File: src/rtl/trigger_multiport.sv
// Launch sequencer for one HLS actor: decodes return codes, sleeps on port masks and debounces
// network_idle before completing. Define TRIGGER_STATS_EN to build fire_count/sleep_cycles.
module trigger_multiport #(
    parameter int unsigned NUM_INPUTS    = 4,
    parameter int unsigned NUM_OUTPUTS   = 4,
    parameter int unsigned MODE          = 0,
    parameter int unsigned IDLE_DEBOUNCE = 4,
    parameter int unsigned CNT_W         = 32
) (
    input  logic                   ap_clk,
    input  logic                   ap_rst,
    input  logic                   ap_start,
    output logic                   ap_done,
    output logic                   ap_ready,
    output logic                   ap_idle,
    input  logic                   network_idle,
    input  logic [NUM_INPUTS-1:0]  has_tokens,
    input  logic [NUM_OUTPUTS-1:0] has_space,
    input  logic [1:0]             actor_return,
    input  logic [NUM_INPUTS-1:0]  actor_in_mask,
    input  logic [NUM_OUTPUTS-1:0] actor_out_mask,
    input  logic                   actor_done,
    input  logic                   actor_idle,
    input  logic                   actor_launch_predicate,
    output logic                   actor_start,
    output logic                   sleeping,
    output logic [CNT_W-1:0]       fire_count,
    output logic [CNT_W-1:0]       sleep_cycles
);

    typedef enum logic [2:0] {
        StStandBy,
        StTryLaunch,
        StLaunch,
        StCheckReturn,
        StProbeIn,
        StProbeOut
    } state_e;

    localparam logic [1:0] RetNoFire     = 2'd0;
    localparam logic [1:0] RetExecuted   = 2'd1;
    localparam logic [1:0] RetWaitInput  = 2'd2;
    localparam logic [1:0] RetWaitOutput = 2'd3;
    localparam int unsigned IdleW = $clog2(IDLE_DEBOUNCE + 1);

    state_e                 state_q, state_d, relaunch;
    logic [NUM_INPUTS-1:0]  in_mask_q, in_mask_d;
    logic [NUM_OUTPUTS-1:0] out_mask_q, out_mask_d;
    logic                   nofire_q, nofire_d;
    logic [IdleW-1:0]       idle_cnt_q, idle_cnt_d;
    logic                   ap_done_q;
    logic                   can_launch, counting, idle_ok, do_decode, nofire_hit;

    if (MODE == 1) begin : g_relaunch_try
        assign relaunch = StTryLaunch;
    end else begin : g_relaunch_direct
        assign relaunch = StLaunch;
    end

    assign can_launch = actor_idle & ~ap_start & (actor_launch_predicate | (MODE != 1));
    assign counting   = (state_q == StCheckReturn) || (state_q == StProbeIn) ||
                        (state_q == StProbeOut);
    // Counter holds completed idle cycles; this cycle's network_idle completes the streak.
    assign idle_ok    = network_idle && (idle_cnt_q >= IdleW'(IDLE_DEBOUNCE - 1));

    always_comb begin
        state_d    = state_q;
        in_mask_d  = in_mask_q;
        out_mask_d = out_mask_q;
        do_decode  = 1'b0;
        nofire_hit = 1'b0;
        unique case (state_q)
            StStandBy:   if (ap_start) state_d = StTryLaunch;
            StTryLaunch: if (can_launch) state_d = StLaunch;
            StLaunch: begin
                if (actor_done) do_decode = 1'b1;
                else            state_d = StCheckReturn;
            end
            StCheckReturn: begin
                if (actor_done && (!nofire_q || actor_return != RetNoFire)) begin
                    do_decode = 1'b1;
                end else if (nofire_q) begin
                    if (!network_idle) state_d = relaunch;
                    else if (idle_ok)  state_d = StStandBy;
                end
            end
            StProbeIn: begin
                if (|(has_tokens & in_mask_q)) state_d = StLaunch;
                else if (idle_ok)              state_d = StStandBy;
            end
            StProbeOut: begin
                if (|(has_space & out_mask_q)) state_d = StLaunch;
                else if (idle_ok)              state_d = StStandBy;
            end
            default: state_d = StStandBy;
        endcase

        if (do_decode) begin
            unique case (actor_return)
                RetExecuted: state_d = relaunch;
                RetWaitInput: begin
                    in_mask_d = (actor_in_mask == '0) ? '1 : actor_in_mask;
                    state_d   = StProbeIn;
                end
                RetWaitOutput: begin
                    out_mask_d = (actor_out_mask == '0) ? '1 : actor_out_mask;
                    state_d    = StProbeOut;
                end
                RetNoFire: begin
                    state_d    = StCheckReturn;
                    nofire_hit = 1'b1;
                end
            endcase
        end
    end

    // nofire marks the post-NO_FIRE hold phase of CHECK_RETURN.
    assign nofire_d = (state_d == StCheckReturn) && (nofire_hit || nofire_q);

    always_comb begin
        idle_cnt_d = idle_cnt_q;
        // Entering the hold phase restarts the debounce window.
        if ((state_d != state_q) || !network_idle || (nofire_d && !nofire_q)) begin
            idle_cnt_d = '0;
        end else if (counting && (idle_cnt_q != IdleW'(IDLE_DEBOUNCE))) begin
            idle_cnt_d = idle_cnt_q + IdleW'(1);
        end
    end

    always_ff @(posedge ap_clk or posedge ap_rst) begin
        if (ap_rst) begin
            state_q    <= StStandBy;
            in_mask_q  <= '0;
            out_mask_q <= '0;
            nofire_q   <= 1'b0;
            idle_cnt_q <= '0;
            ap_done_q  <= 1'b0;
        end else begin
            state_q    <= state_d;
            in_mask_q  <= in_mask_d;
            out_mask_q <= out_mask_d;
            nofire_q   <= nofire_d;
            idle_cnt_q <= idle_cnt_d;
            ap_done_q  <= (state_d == StStandBy) && (state_q != StStandBy);
        end
    end

    assign ap_done     = ap_done_q;
    assign ap_ready    = ap_done_q;
    assign ap_idle     = (state_q == StStandBy);
    assign actor_start = (state_q == StLaunch);
    assign sleeping    = (state_q == StProbeIn) || (state_q == StProbeOut);

`ifdef TRIGGER_STATS_EN
    logic [CNT_W-1:0] fire_q, sleep_q;
    logic             exec_hit;

    assign exec_hit = do_decode && (actor_return == RetExecuted);

    always_ff @(posedge ap_clk or posedge ap_rst) begin
        if (ap_rst) begin
            fire_q  <= '0;
            sleep_q <= '0;
        end else begin
            if (exec_hit && (fire_q != '1))  fire_q  <= fire_q + CNT_W'(1);
            if (sleeping && (sleep_q != '1)) sleep_q <= sleep_q + CNT_W'(1);
        end
    end

    assign fire_count   = fire_q;
    assign sleep_cycles = sleep_q;
`else
    assign fire_count   = '0;
    assign sleep_cycles = '0;
`endif

endmodule

File: config.mk
export PLATFORM = sky130hd
export DESIGN_NAME = trigger_multiport
export DESIGN_NICKNAME = d
export VERILOG_FILES = /design/src/rtl/trigger_multiport.sv
export SDC_FILE = /design/constraint.sdc
export NUM_CORES = 1
export LEC_CHECK = 0
export BUFFER_PORTS_ARGS = -buffer_cell sky130_fd_sc_hd__clkbuf_2
export CAP_MARGIN = 20
export CORE_UTILIZATION = 47
export DETAILED_ROUTE_END_ITERATION = 12
export HOLD_SLACK_MARGIN = 0.15
export PLACE_DENSITY = 0.86
export SYNTH_ARGS = -nofsm -noshare
export SYNTH_HDL_FRONTEND = slang
export SYNTH_SLANG_ARGS = --single-unit
File: constraint.sdc
create_clock -name ap_clk -period 3.8 [get_ports ap_clk]
set_input_delay 0.19 -clock ap_clk [delete_from_list [all_inputs] [get_ports ap_clk]]
set_output_delay 0.19 -clock ap_clk [all_outputs]
set_load 0.03 [all_outputs]
After elaboration in Yosys (flattened, before gate mapping)
Cells that the tools add are included.
{ "op_classes": {"n_addsub": 1, "order_cmp": 1, "eq_ne": 11, "muxes": 21, "bitwise": 4, "n_reduce_logical": 27} }
{ "op_table": {"columns": ["operator", "n"], "rows": [
  ["3-bit two-way mux", 12],
  ["3-bit case mux with 6 select lines", 1],
  ["3-bit case mux with 4 select lines", 1],
  ["3-bit by 2-bit == test with 1-bit output, second input constant", 3],
  ["4-bit bitwise AND", 2],
  ["4-bit zero test", 2],
  ["4-bit two-way mux", 2],
  ["4-bit OR reduction", 2],
  ["1-bit logical OR", 7],
  ["3-bit == test, second input constant", 2],
  ["1-bit logical AND", 6],
  ["3-bit zero test", 2],
  ["2-bit == test, second input constant", 2],
  ["1-bit two-way mux", 4],
  ["2-bit AND reduction", 2],
  ["2-bit nonzero test", 2],
  ["3-bit by 1-bit adder with 3-bit output, second input constant", 1],
  ["3-bit by 1-bit == test with 1-bit output, second input constant", 1],
  ["3-bit by 2-bit >= comparator with 1-bit output, second input constant", 1],
  ["3-bit inequality test", 1],
  ["3-bit inequality test, second input constant", 1],
  ["3-bit nonzero test", 1],
  ["2-bit by 1-bit == test with 1-bit output, second input constant", 1],
  ["1-bit zero test", 2],
  ["other kinds (4)", 4]
]} }
{ "totals": {"register_bits": 16, "in_bits": 25, "output_inout_bits": 69, "elab_cells": 71} }

Longest topological paths before layout
Gate-level depths: netlist of the first run.
{ "depth": {"ltp_word": 13, "mapped_depth": 8, "ltp_nobuf": 8} }

Worst setup path after synthesis of the first run
OpenSTA, ideal clock, no wires.
{ "synth_timing": {"path_type": "register -> register", "from": "register idle_cnt_q[0]", "to": "register idle_cnt_q[1]", "setup_ps": 80, "t_arrival_ps": 1929, "required_time_ps": 3720, "path_slack_ps": 1791, "path_stages_with_launch": 9, "n_path_buf": 0, "synth_period_minus_slack_ps": 2009, "path_cell_list": "dfrtp_1 -> ha_1 -> ha_1 -> a211oi_2 -> nor4_1 -> o22a_1 -> o32a_1 -> or3_4 -> nor3_2"} }
{ "synth_via": {"elab_chain_cells": 13, "elab_cells_between_ends": 22, "classes_between": "1 x add/sub; 1 x order compare; 3 x eq/ne; 10 x mux; 7 x reduce/logical"} }
{ "synth_lines": {"columns": ["item", "line", "source"], "rows": [
  ["from (decl)", "50", "logic [IdleW-1:0] idle_cnt_q, idle_cnt_d;"],
  ["from (signal assigned)", "143", "idle_cnt_q <= idle_cnt_d;"],
  ["3-bit by 2-bit >= comparator with 1-bit output", "64", "assign idle_ok = network_idle && (idle_cnt_q >= IdleW'(IDLE_DEBOUNCE - 1));"],
  ["1-bit logical AND", "64", null],
  ["3-bit two-way mux", "84, 89, 93", null],
  ["3-bit two-way mux", "83", "if (!network_idle) state_d = relaunch;"],
  ["3-bit two-way mux", "82", "end else if (nofire_q) begin"],
  ["3-bit two-way mux", "80", "if (actor_done && (!nofire_q || actor_return != RetNoFire)) begin"],
  ["3-bit case mux with 6 select lines", "72", "unique case (state_q)"],
  ["3-bit two-way mux", "98", "if (do_decode) begin"],
  ["3-bit by 2-bit == test with 1-bit output", "118", "assign nofire_d = (state_d == StCheckReturn) && (nofire_hit || nofire_q);"],
  ["1-bit logical AND", "118", null],
  ["1-bit logical AND", "123", "if ((state_d != state_q) || !network_idle || (nofire_d && !nofire_q)) begin"],
  ["1-bit logical OR", "123", null],
  ["3-bit two-way mux or 2-bit nonzero test (tied branches)", null, null]
]} }
Parallel ways exist; a longest one is shown, timed or not. The select of a mux whose other input is x is not followed.
A chain may end at the register's enable or synchronous reset.

Worst setup path in the final report of the first run
{ "layout_timing": {"from": "register idle_cnt_q[1]", "to": "register nofire_q"} }
{ "layout_via": {"elab_chain_cells": 10, "elab_cells_between_ends": 12, "classes_between": "1 x order compare; 1 x eq/ne; 8 x mux; 2 x reduce/logical"} }
{ "layout_lines": {"columns": ["item", "line", "source"], "rows": [
  ["3-bit by 2-bit >= comparator with 1-bit output *", "64", null],
  ["1-bit logical AND *", "64", null],
  ["3-bit two-way mux *", "84, 89, 93", null],
  ["3-bit two-way mux", "83", null],
  ["3-bit two-way mux", "82", null],
  ["3-bit two-way mux", "80", null],
  ["3-bit case mux with 6 select lines *", "72", null],
  ["3-bit two-way mux *", "98", null],
  ["3-bit by 2-bit == test with 1-bit output *", "118", null],
  ["1-bit logical AND *", "118", null],
  ["named net nofire_d", "49", "logic nofire_q, nofire_d;"],
  ["to (signal assigned)", "142", "nofire_q <= nofire_d;"],
  ["to (decl)", "49", null]
]} }
Mark *: on every way through the listed nets, which the timed path passes. The rest lies on a longest branch.

==> results of run 1 <==
==> power breakdown <==
group	switching, W	leakage, nW	internal (W)
registers	0.0000683	0.205	0.000231
clock network	0.0000533	0.0210	0.0000584
logic	0.000300	0.604	0.000169
total	0.000421	0.830	0.000458
==> worst min path at each step <==
stage | slack [ns] | from | cells past startpoint | to
2_1_floorplan | 0.10 | ap_rst | 1 | ap_done
3_3_place_gp | 0.27 | ap_rst | 2 | idle_cnt_q[0]
3_5_place_dp | 0.27 | ap_rst | 2 | idle_cnt_q[1]
4_1_cts | 0.20 | actor_in_mask[1] | 3 | in_mask_q[1]
5_1_grt | 0.21 | actor_in_mask[1] | 3 | in_mask_q[1]
6_report | 0.21 | actor_in_mask[1] | 3 | in_mask_q[1]
==> stage by stage <==
step / util (%) / std cells / area, sq um
2_1_floorplan: - / 256 / 1830
3_3_place_gp: 48.8 / 261 / 1530
3_5_place_dp: 48.8 / 261 / 1530
4_1_cts: 50.2 / 266 / 1570
5_1_grt: 50.2 / 266 / 1570
6_report: 50.2 / 266 / 1570
==> registers in the layout, summed over array words and instances (netlist names) <==
| signal | count |
|---|---|
| state_q | 3 |
| in_mask_q | 4 |
| ap_done | 1 |
| idle_cnt_q | 3 |
| nofire_q | 1 |
| out_mask_q | 4 |
==> cells in the mapped netlist (all sizes together), types with 2 or more instances <==
master,n
a211oi,2
o31ai,2
nor2b,4
nand2,16
inv,10
nor2,12
a22oi,3
o21ai,9
dfrtp,16
o21bai,2
ha,7
buf,67
nor4,3
nand3,4
nor3,12
a21oi,4
==> logic make-up (layout without fill, tap and decap cells) <==
family | count (synthesis) | count (layout)
buffers and inverters | 78 | 44
and+or+nand+nor | 56 | 56
AOI/OAI and AO/OA | 32 | 32
DFF | 16 | 16
adders and majority gates | 7 | 7
muxes | 2 | 2
other | 1 | 64
xor gates and xnor gates | 1 | 1
==> layer usage <==
layer	vias to the layer above	global-route usage (%)	wire length, um
met2	62	24.2	1240
li1	587	-	-
met5	-	0	0
met1	512	18.3	1040
met3	5	4.55	202
met4	0	3.32	20
==> worst max-delay path: stages, from the launching register on <==
cell and delay, ns:
dfrtp_1 0.43, ha_1 0.21, ha_1 0.19, a211oi_2 0.33
nor4_1 0.11, a311oi_1 0.36, a21oi_1 0.11, a2111oi_0 0.46
==> final cells by class <==
type,count,area [sq um]
inverters,11,41.3
well taps,44,55.1
repair buffers,29,150
fillers,328,1560
clock buffers,4,36.3
multi-input cells,162,888
flip-flops and latches,16,400
==> results by group, run 1 <==
Run status
  • Outcome: finished, final reports clean

Place
  • Post-Place Worst Slack: 1.50 ns
  • Post-DP HPWL: 2060 um
  • IO Port Bufs: 28
  • Gpl congestion: 0.861

Critical path
  • Worst R2R Start: idle_cnt_q[1]
  • R2r setup slk: 1.45 ns
  • CP endpoint: nofire_q
  • Endpoint type of the worst setup path: flop
  • Critical path fanouts, max: 5
  • Startpoint Class: flop
  • R2R cell count: 7
  • Critical Path RT: 3.94 ns
  • R2r endpoint: nofire_q
  • CP arrival: 2.49 ns
  • Setup crit start: idle_cnt_q[1]
  • WS Path Type: reg2reg

Floorplanning
  • Die Width: 60.2 um
  • Rows: 20
  • IO Pins: 94
  • Die Ht: 60.2 um
  • Full die area: 0.00362 sq mm
  • Initial Util: 50.9%
  • Core area: 0.00313 sq mm

Global route
  • First-pass GRT wire length: 3950 um
  • Total grt overflow: 0
  • Vias in the first global route: 952
  • Initial antenna violation count: 0
  • GRT Resource Usage Total: 14.6%
  • Pin count of the biggest net entering global routing: 17

CTS
  • CTS Hold Buffers Added: 1
  • Post-CTS Setup Bufs: 0
  • Clk Latency, worst-skew pair: 0.29 ns
  • CTS tree: built
  • CTS sink cnt: 16
  • Root Buffer: clkbuf_4
  • Reg clk slew, reported paths: 0.09 ns
  • H-Tree Depth: 1
  • PostCTS Resize Cnt: 0
  • Num CTS Buffers: 3
  • CTS max path bufs: 2

Synthesis
  • Synth top area cells: buf_4 31%, dfrtp_1 25%, ha_1 5.5%, nand2_1 3.8%, nor3_1 2.8%
  • Synth top area share: 30.7%
  • Largest family of logic cells by synthesized area: buffers and inverters
  • Compound-cell area share of the yosys netlist: 14.8%
  • Synth Warn #: 0
  • Count of flip-flops with a built-in enable after synthesis: 0
  • Ys async rst share: 100%
  • Cell variety after synth: 44
  • Main synth FF type: dfrtp_1
  • Adder-cell share of the synthesized area: 5.50%
  • Synthesized flop and latch total: 16
  • Post-Synthesis Cell Area: 0.00159 sq mm
  • Sequential area share after synthesis: 25.2%
  • Synthesized-area fraction occupied by xor and xnor cells: 0.550%
  • Synth area leader: buf_4
  • Post-synthesis mux area share: 1.34%
  • Post-Synth Simple-Gate Area: 18.6%
  • Mapped Avg Cell Area: 8.25 sq um
  • Synth Instances: 193

STA
  • Worst Skew: 0.00215 ns
  • Final min period: 2.35 ns
  • Final Max Tran Viols: 0
  • Highest Clock Rate: 426 MHz
  • RSZ-0062 raised after global routing: no
  • Final-report hold violation count: 0
  • Final Setup Violations: 0
  • Tcrit/Tclk final: 61.8%
  • Worst slew pin tran: 0.581 ns
  • Fin worst setup slack: 1.45 ns
  • Hold Slack: 0.208 ns
  • Max_slew headroom: 61.2%
  • TNS Setup: 0 ns

Routing
  • Total wire length: 2500 um
  • Initial DRC Count: 50
  • WL per Instance: 9.39 um
  • DRC violations left: 0
  • Final ANT Viol Nets: 0
  • Vias per cell: 4.38
  • Vias: 1166
  • DR pass1 iterations: 4

Cells and area
  • Nets: 255
  • Ant diodes: 0
  • Most frequent cells in the layout: 64 x conb_1, 28 x clkbuf_2, 16 x nand2_1, 16 x dfrtp_1, 12 x nor2_1
  • Area Overhead vs Synth: -1.26%
  • Fraction of layout cells with a size suffix above 1: 20.3%
  • Commonest non-fill, non-tap cell in the layout: conb_1

Power
  • Design Power: 0.000879 W
  • Max VDD drop: 0.000240 V
  • Pwr dens: 559 mW/mm^2
  • Leak: 0.830 nW

Flow run
  • Max-cap violations: 0

Min path
  • Worst Hold Class: in2reg
Power figures use the tool's default switching activity.
==> inputs of run 2 (changes only) <==
--- a/config.mk
+++ b/config.mk
@@ -5,12 +5,13 @@
 export SDC_FILE = /design/constraint.sdc
 export NUM_CORES = 1
 export LEC_CHECK = 0
+export ABC_AREA = 1
 export BUFFER_PORTS_ARGS = -buffer_cell sky130_fd_sc_hd__clkbuf_2
 export CAP_MARGIN = 20
-export CORE_UTILIZATION = 47
+export CORE_UTILIZATION = 45
 export DETAILED_ROUTE_END_ITERATION = 12
 export HOLD_SLACK_MARGIN = 0.15
-export PLACE_DENSITY = 0.86
+export PLACE_DENSITY = 0.81
 export SYNTH_ARGS = -nofsm -noshare
 export SYNTH_HDL_FRONTEND = slang
 export SYNTH_SLANG_ARGS = --single-unit
==> constraint.sdc (replaced) <==
create_clock -name ap_clk -period 2.25 [get_ports ap_clk]
set_input_delay 0.1125 -clock ap_clk [delete_from_list [all_inputs] [get_ports ap_clk]]
set_output_delay 0.1125 -clock ap_clk [all_outputs]
set_load 0.03 [all_outputs]
==> run 2 against run 1 <==
  * Non-clock buffer count did not move
  * Clock power increased by 120%
  * Combinational power is 71% higher
  * Maximum frequency grew 18%
  * Total power is 76% higher
  * Worst hold slack got worse by 0.019 ns
  * Critical path depth up 5
  * Largest power group unchanged
  * Sequential share of layout area is 1.8 points lower
==> results by group, run 2 <==
STA
  • Final Setup Violations: 0 (unchanged)
  • Fin worst setup slack: 0.262 ns (was 1.45 ns)
  • Highest Clock Rate: 503 MHz (was 426 MHz)
  • Worst Skew: 0.00357 ns (was 0.00215 ns)
  • RSZ-0062 raised after global routing: no (unchanged)
  • Tcrit/Tclk final: 88.3% (was 61.8%)
  • Final min period: 1.99 ns (was 2.35 ns)
  • TNS Setup: 0 ns (unchanged)
  • Max_slew headroom: 59.8% (was 61.2%)
  • Worst slew pin tran: 0.602 ns (was 0.581 ns)
  • Final-report hold violation count: 0 (unchanged)
  • Final Max Tran Viols: 0 (unchanged)

Cells and area
  • Nets: 299 (was 255)
  • Area Overhead vs Synth: -0.442% (was -1.26%)
  • Most frequent cells in the layout: 64 x conb_1, 40 x nand2_1, 28 x inv_1, 28 x clkbuf_2, 22 x nand3_1 (was 64 x conb_1, 28 x clkbuf_2, 16 x nand2_1, 16 x dfrtp_1, 12 x nor2_1)
  • Top flop regs: in_mask_q x4, out_mask_q x4 (unchanged)
  • Fraction of layout cells with a size suffix above 1: 17.3% (was 20.3%)
  • Ant diodes: 0 (unchanged)
  • Commonest non-fill, non-tap cell in the layout: conb_1 (unchanged)

Synthesis
  • Mapped Avg Cell Area: 7.16 sq um (was 8.25 sq um)
  • Synth top area share: 28.7% (was 30.7%)
  • Synth top area cells: buf_4 29%, dfrtp_1 24%, nand2_1 8.8%, nand3_1 6.5%, inv_1 6.2% (was buf_4 31%, dfrtp_1 25%, ha_1 5.5%, nand2_1 3.8%, nor3_1 2.8%)
  • Cell variety after synth: 25 (was 44)
  • Synth Warn #: 0 (unchanged)
  • Main synth FF type: dfrtp_1 (unchanged)
  • Post-Synthesis Cell Area: 0.00170 sq mm (was 0.00159 sq mm)
  • Most frequent cell after synthesis: buf_4 (unchanged)
  • Synth area leader: buf_4 (unchanged)
  • Synth top cells by count: 65 x buf_4, 40 x nand2_1, 28 x inv_1, 22 x nand3_1, 20 x nor2_1 (was 65 x buf_4, 16 x dfrtp_1, 16 x nand2_1, 12 x nor2_1)
  • Count of flip-flops with a built-in enable after synthesis: 0 (unchanged)
  • Ys async rst share: 100% (unchanged)
  • Synth Instances: 237 (was 193)
  • Sequential area share after synthesis: 23.6% (was 25.2%)
  • Synthesized flop and latch total: 16 (unchanged)

Routing
  • DR pass1 iterations: 4 (unchanged)
  • WL per Instance: 8.63 um (was 9.39 um)
  • Total wire length: 2690 um (was 2500 um)
  • Metal2 WL: 1290 um (was 1240 um)
  • DRT met1 WL: 1200 um (was 1040 um)
  • Met3 routed WL: 191 um (was 202 um)
  • Initial DRC Count: 63 (was 50)
  • Final ANT Viol Nets: 0 (unchanged)
  • DRC violations left: 0 (unchanged)
  • Vias per cell: 4.15 (was 4.38)
  • Vias: 1294 (was 1166)
  • Uppermost routed layer: met4 (unchanged)

Run status
  • Outcome: finished, final reports clean (unchanged)

Floorplanning
  • Die Width: 63.4 um (was 60.2 um)
  • Initial Util: 49.0% (was 50.9%)
  • IO Pins: 94 (unchanged)
  • Core area: 0.00347 sq mm (was 0.00313 sq mm)
  • Rows: 21 (was 20)
  • Die Ht: 63.4 um (was 60.2 um)
  • Full die area: 0.00402 sq mm (was 0.00362 sq mm)

Place
  • Post-DP HPWL: 2300 um (was 2060 um)
  • IO Port Bufs: 28 (unchanged)
  • Post-Place Worst Slack: 0.228 ns (was 1.50 ns)
  • Gpl congestion: 0.858 (was 0.861)

CTS
  • CTS sink cnt: 16 (unchanged)
  • CTS max path bufs: 2 (unchanged)
  • H-Tree Depth: 1 (unchanged)
  • CTS tree: built (unchanged)
  • Root Buffer: clkbuf_8 (was clkbuf_4)
  • Reg clk slew, reported paths: 0.06 ns (was 0.09 ns)
  • Num CTS Buffers: 3 (unchanged)
  • Post-CTS Setup Bufs: 0 (unchanged)
  • Clk Latency, worst-skew pair: 0.24 ns (was 0.29 ns)

Power
  • Pwr dens: 913 mW/mm^2 (was 559 mW/mm^2)
  • Leak: 0.980 nW (was 0.830 nW)
  • Max VDD drop: 0.000445 V (was 0.000240 V)

Critical path
  • Critical Path RT: 2.38 ns (was 3.94 ns)
  • CP max stage cell: dfrtp_1 (was a2111oi_0)
  • Critical path fanouts, max: 4 (was 5)
  • Crit path buf inv count: 0 (unchanged)
  • Worst stage delay on the critical path: 0.41 ns (was 0.46 ns)
  • WS Path Type: reg2reg (unchanged)
  • Startpoint Class: flop (unchanged)
  • Most frequent CP cell: nand2_1 (was ha_1)
  • Endpoint type of the worst setup path: flop (unchanged)
  • Critical path's top delay family: simple AND/OR/NAND/NOR gates (was compound AO/OA/AOI/OAI gates)
  • CP arrival: 2.12 ns (was 2.49 ns)
  • CP cell instances: ha_1 > ha_1 > nor2_1 > nand2_1 > a21oi_2 > nand3_1 > nand2_1 > nand2_1 > a21oi_1 > nand3_1 > nand3_2 > nor2_1 (was ha_1 > ha_1 > a211oi_2 > nor4_1 > a311oi_1 > a21oi_1 > a2111oi_0)

Global route
  • Pin count of the biggest net entering global routing: 17 (unchanged)
  • Total grt overflow: 0 (unchanged)
  • First-pass GRT wire length: 4460 um (was 3950 um)
  • GRT Resource Usage Total: 13.5% (was 14.6%)
  • Vias in the first global route: 1104 (was 952)
  • Initial antenna violation count: 0 (unchanged)

Min path
  • Worst Hold Class: in2reg (unchanged)

Flow run
  • Max-cap violations: 0 (unchanged)
==> run 2: changes by cell type in the layout (fill, tap and decap cells not counted), sizes merged, moves of 4 or more <==
cell,delta
nand3,+21
o21a,+7
inv,+20
nand2,+26
nor2b,-4
nor2,+9
o21ai,-5
nor3,-10
==> run 2: area by class of cell <==
type / count / area, sq um
Multi-Input combinational cell: 187 / 915
Timing Repair Buffer: 29 / 150
Sequential cell: 16 / 400
Tap cell: 46 / 57.6
Inverter: 30 / 113
Clock buffer: 4 / 55.1
Fill cell: 370 / 1780
==> run 2: worst reg2reg max path, stage by stage (launching register included) <==
cell     delay (ns)
dfrtp_1        0.41
ha_1           0.21
ha_1           0.18
nor2_1         0.13
nand2_1        0.11
a21oi_2        0.16
nand3_1        0.08
nand2_1        0.07
nand2_1        0.09
a21oi_1        0.17
nand3_1        0.10
nand3_2        0.10
nor2_1         0.05
==> run 2: final timing paths <==
kind | startpoint | end | slack [ns] | cells past startpoint
max | idle_cnt_q[0] | idle_cnt_q[0] | 0.26 | 12
min reg2reg | out_mask_q[1] | out_mask_q[1] | 0.49 | 1
max reg2reg | idle_cnt_q[0] | idle_cnt_q[0] | 0.26 | 12
min in group asynchronous | ap_rst | out_mask_q[0] | 0.46 | 3
max in group asynchronous | ap_rst | idle_cnt_q[0] | 1.40 | 3
min | actor_out_mask[0] | out_mask_q[0] | 0.19 | 4
==> run 2: through the flow <==
stage / total power [W] / hold slack, ns / instance area, sq um / util, % / cells
6_report: 0.00154 / 0.189 / 1690 / 48.7 / 312
5_1_grt: 0.00168 / 0.193 / 1690 / 48.7 / 312
4_1_cts: 0.00155 / 0.187 / 1690 / 48.6 / 312
3_5_place_dp: 0.00130 / 0.198 / 1620 / 46.8 / 307
3_3_place_gp: 0.00128 / 0.192 / 1620 / 46.8 / 307
2_1_floorplan: 0.00126 / 0.0262 / 1930 / - / 300
==> run 2: timing repair <==
action / in CTS / in global routing
hold endpoints to repair: 16 / 0
resized for setup: 0 / 1
hold buffers: 1 / 0
setup endpoints to repair: 0 / 1
==> run 2: power by group <==
part           switching, W  internal [W]  total (W)
clock             0.0000940      0.000155   0.000249
sequential         0.000105      0.000392   0.000497
combinational      0.000553      0.000245   0.000798
==> run 2: logic make-up after synthesis <==
kind of cell / after synthesis / share of synthesized area [%]
buffers and inverters: 97 / 36.7
and+or+nand+nor: 95 / 26.2
AOI/OAI and AO/OA: 19 / 7.00
DFF: 16 / 23.6
adders and majority gates: 7 / 5.16
other: 1 / 0.221
xor gates and xnor gates: 1 / 0.516
muxes: 1 / 0.663
==> run 2: per-layer routing <==
metal,global-route usage [%],vias up
met5,0,-
met4,3.69,0
li1,-,668
met2,24.1,59
met3,2.17,2
met1,16.6,565
==> inputs of run 3 (changes only) <==
--- a/config.mk
+++ b/config.mk
@@ -8,10 +8,11 @@
 export ABC_AREA = 1
 export BUFFER_PORTS_ARGS = -buffer_cell sky130_fd_sc_hd__clkbuf_2
 export CAP_MARGIN = 20
-export CORE_UTILIZATION = 45
+export CORE_UTILIZATION = 41
 export DETAILED_ROUTE_END_ITERATION = 12
 export HOLD_SLACK_MARGIN = 0.15
-export PLACE_DENSITY = 0.81
+export PLACE_DENSITY = 0.78
+export SETUP_SLACK_MARGIN = 0.4
 export SYNTH_ARGS = -nofsm -noshare
 export SYNTH_HDL_FRONTEND = slang
 export SYNTH_SLANG_ARGS = --single-unit
==> constraint.sdc (replaced) <==
create_clock -name ap_clk -period 1.6 [get_ports ap_clk]
set_input_delay 0.08 -clock ap_clk [delete_from_list [all_inputs] [get_ports ap_clk]]
set_output_delay 0.08 -clock ap_clk [all_outputs]
set_load 0.01 [all_outputs]
==> run 3 against run 2 <==
  * The run now ends with setup timing left
  * Flip-flop and latch count did not move
  * Die area rose by 9.4%
  * Count of clock-buffer cells in the layout did not move
  * Worst setup slack got worse by 0.53 ns
  * Sequential power rose by 42%
==> results by group, run 3 (synthesis gave the netlist of run 2 again) <==
Run status
  • Outcome: finished with violations (was finished, final reports clean)
  • Failing checks: setup timing

CTS
  • CTS max path bufs: 2 (unchanged)
  • CTS sink cnt: 16 (unchanged)
  • Root Buffer: clkbuf_8 (unchanged)
  • Reg clk slew, reported paths: 0.06 ns (about the same)
  • H-Tree Depth: 1 (unchanged)
  • CTS tree: built (unchanged)
  • Clk Latency, worst-skew pair: 0.25 ns (was 0.24 ns)
  • Num CTS Buffers: 3 (unchanged)

Routing
  • DRT met1 WL: 1380 um (was 1200 um)
  • Initial DRC Count: 25 (was 63)
  • WL per Instance: 9.57 um (was 8.63 um)
  • Vias per cell: 4.09 (was 4.15)
  • DR pass1 iterations: 4 (unchanged)
  • Total wire length: 3440 um (was 2690 um)
  • Uppermost routed layer: met4 (unchanged)
  • Metal2 WL: 1860 um (was 1290 um)
  • Met3 routed WL: 154 um (was 191 um)
  • DRC violations left: 0 (unchanged)
  • Vias: 1471 (was 1294)
  • Final ANT Viol Nets: 0 (unchanged)

Critical path
  • WS Path Type: reg2reg (unchanged)
  • Critical path fanouts, max: 4 (unchanged)
  • Startpoint Class: flop (unchanged)
  • CP max stage cell: dfrtp_1 (unchanged)
  • R2r endpoint: idle_cnt_q[0] (unchanged)
  • R2r setup slk: -0.26 ns (was 0.26 ns)
  • Endpoint type of the worst setup path: flop (unchanged)
  • Worst R2R Start: idle_cnt_q[0] (unchanged)
  • CP arrival: 2.00 ns (was 2.12 ns)
  • R2R cell count: 12 (unchanged)
  • Critical Path RT: 1.74 ns (was 2.38 ns)
  • CP cell instances: ha_2 > ha_4 > nor2_4 > nand2_2 > a21oi_2 > nand3_1 > nand2_1 > nand2_2 > a21oi_2 > nand3_1 > nand3_2 > nor2_2 (was ha_1 > ha_1 > nor2_1 > nand2_1 > a21oi_2 > nand3_1 > nand2_1 > nand2_1 > a21oi_1 > nand3_1 > nand3_2 > nor2_1)
  • Worst stage delay on the critical path: 0.39 ns (was 0.41 ns)

Min path
  • Hold Crit Start: actor_in_mask[0] (was actor_out_mask[0])
  • Hold Path Sink: in_mask_q[0] (was out_mask_q[0])
  • Hold Crit Depth: 4 (unchanged)
  • Worst Hold Class: in2reg (unchanged)

STA
  • Final Max Tran Viols: 0 (unchanged)
  • Final Setup Violations: 6 (was 0)
  • Worst Skew: 0.00299 ns (was 0.00357 ns)
  • Final-report hold violation count: 0 (unchanged)
  • Hold Slack: 0.142 ns (was 0.189 ns)
  • Worst slew pin tran: 0.606 ns (was 0.602 ns)
  • Tcrit/Tclk final: 116% (was 88.3%)
  • Final min period: 1.86 ns (was 1.99 ns)
  • Highest Clock Rate: 536 MHz (was 503 MHz)
  • Fin worst setup slack: -0.264 ns (was 0.262 ns)
  • Max_slew headroom: 59.6% (was 59.8%)
  • RSZ-0062 raised after global routing: yes (was no)

Power
  • Design Power: 0.00291 W (was 0.00154 W)
  • Pwr dens: 1280 mW/mm^2 (was 913 mW/mm^2)
  • Max VDD drop: 0.000842 V (was 0.000445 V)
  • Leak: 1.22 nW (was 0.980 nW)

Floorplanning
  • Core area: 0.00400 sq mm (was 0.00347 sq mm)
  • IO Pins: 94 (unchanged)
  • Die Width: 66.4 um (was 63.4 um)
  • Initial Util: 42.4% (was 49.0%)
  • Die Ht: 66.4 um (was 63.4 um)
  • Full die area: 0.00440 sq mm (was 0.00402 sq mm)
  • Rows: 23 (was 21)

Flow run
  • Max-cap violations: 0 (unchanged)

Cells and area
  • Core Util, Final: 57.0% (was 48.7%)
  • Most frequent cells in the layout: 64 x conb_1, 34 x nand2_1, 30 x buf_4 (was 64 x conb_1, 40 x nand2_1, 28 x inv_1, 28 x clkbuf_2, 22 x nand3_1)
  • Ant diodes: 0 (unchanged)
  • Top flop regs: in_mask_q x4, out_mask_q x4 (unchanged)
  • Fraction of layout cells with a size suffix above 1: 38.7% (was 17.3%)
  • Commonest non-fill, non-tap cell in the layout: conb_1 (unchanged)
  • Filler cells: 371 (was 370)
  • Nets: 343 (was 299)
  • Area Overhead vs Synth: 34.2% (was -0.442%)
  • Final non-filler cell total: 360 (was 312)

Place
  • IO Port Bufs: 28 (unchanged)
  • Placed cell count: 340 (was 307)
  • Post-DP HPWL: 2510 um (was 2300 um)
  • Post-Place Worst Slack: -0.229 ns (was 0.228 ns)
  • Gpl congestion: 0.923 (was 0.858)

Global route
  • Total grt overflow: 0 (unchanged)
  • Pin count of the biggest net entering global routing: 17 (unchanged)
  • First-pass GRT wire length: 5420 um (was 4460 um)
  • GRT Resource Usage Total: 16.0% (was 13.5%)
  • Vias in the first global route: 1308 (was 1104)
  • Initial antenna violation count: 0 (unchanged)
run 3: metal layers:
metal / global-route usage [%] / vias to the layer above
met3: 4.14 / 6
met4: 2.93 / 0
met5: 0 / -
met2: 29.5 / 56
met1: 18.6 / 654
li1: - / 755
run 3: what timing repair did:
action,CTS,global route
endpoints found under the hold margin,18,0
pin swaps,14,11
setup endpoints to repair,19,19
resized for setup,28,23
setup buffers,7,6
hold buffers,3,0
run 3: area by class of cell:
type / instances / area [sq um] / share of cell area (%)
multi-input combinational: 187 / 1090 / 48.0
timing repair buffer: 73 / 549 / 24.1
sequential: 16 / 403 / 17.7
inverter: 30 / 115 / 5.05
tap: 50 / 62.6 / 2.75
clock buffer: 4 / 55.1 / 2.42
run 3: per-stage QoR:
stage,setup TNS [ns],area [sq um]
after floorplan,-0.325,1990
after global placement,-0.532,1900
after detailed placement,-0.865,1900
after CTS,-0.919,2140
after global routing,-2.15,2280
final,-1.29,2280
run 3: where the power goes:
part | switching (W) | internal, W | leakage (nW) | total (W)
clock | 0.000138 | 0.000218 | 0.0288 | 0.000356
combinational | 0.000903 | 0.000945 | 1.00 | 0.00185
sequential | 0.000149 | 0.000557 | 0.194 | 0.000706
run 3: worst max-delay path, delay by kind of cell (launching register included):
family / cells / cell delay, ns
adders and majority gates: 2 / 0.36
DFF: 1 / 0.39
and+or+nand+nor: 8 / 0.69
AOI/OAI and AO/OA: 2 / 0.31
run 3: worst max path at each step:
stage,start,to,slack (ns),depth (start not counted)
2_1_floorplan,idle_cnt_q[0],idle_cnt_q[0],-0.11,12
3_3_place_gp,idle_cnt_q[1],idle_cnt_q[0],-0.15,12
3_5_place_dp,idle_cnt_q[0],idle_cnt_q[0],-0.23,12
4_1_cts,idle_cnt_q[0],idle_cnt_q[0],-0.24,13
5_1_grt,idle_cnt_q[0],idle_cnt_q[0],-0.39,12
6_report,idle_cnt_q[0],idle_cnt_q[0],-0.26,12
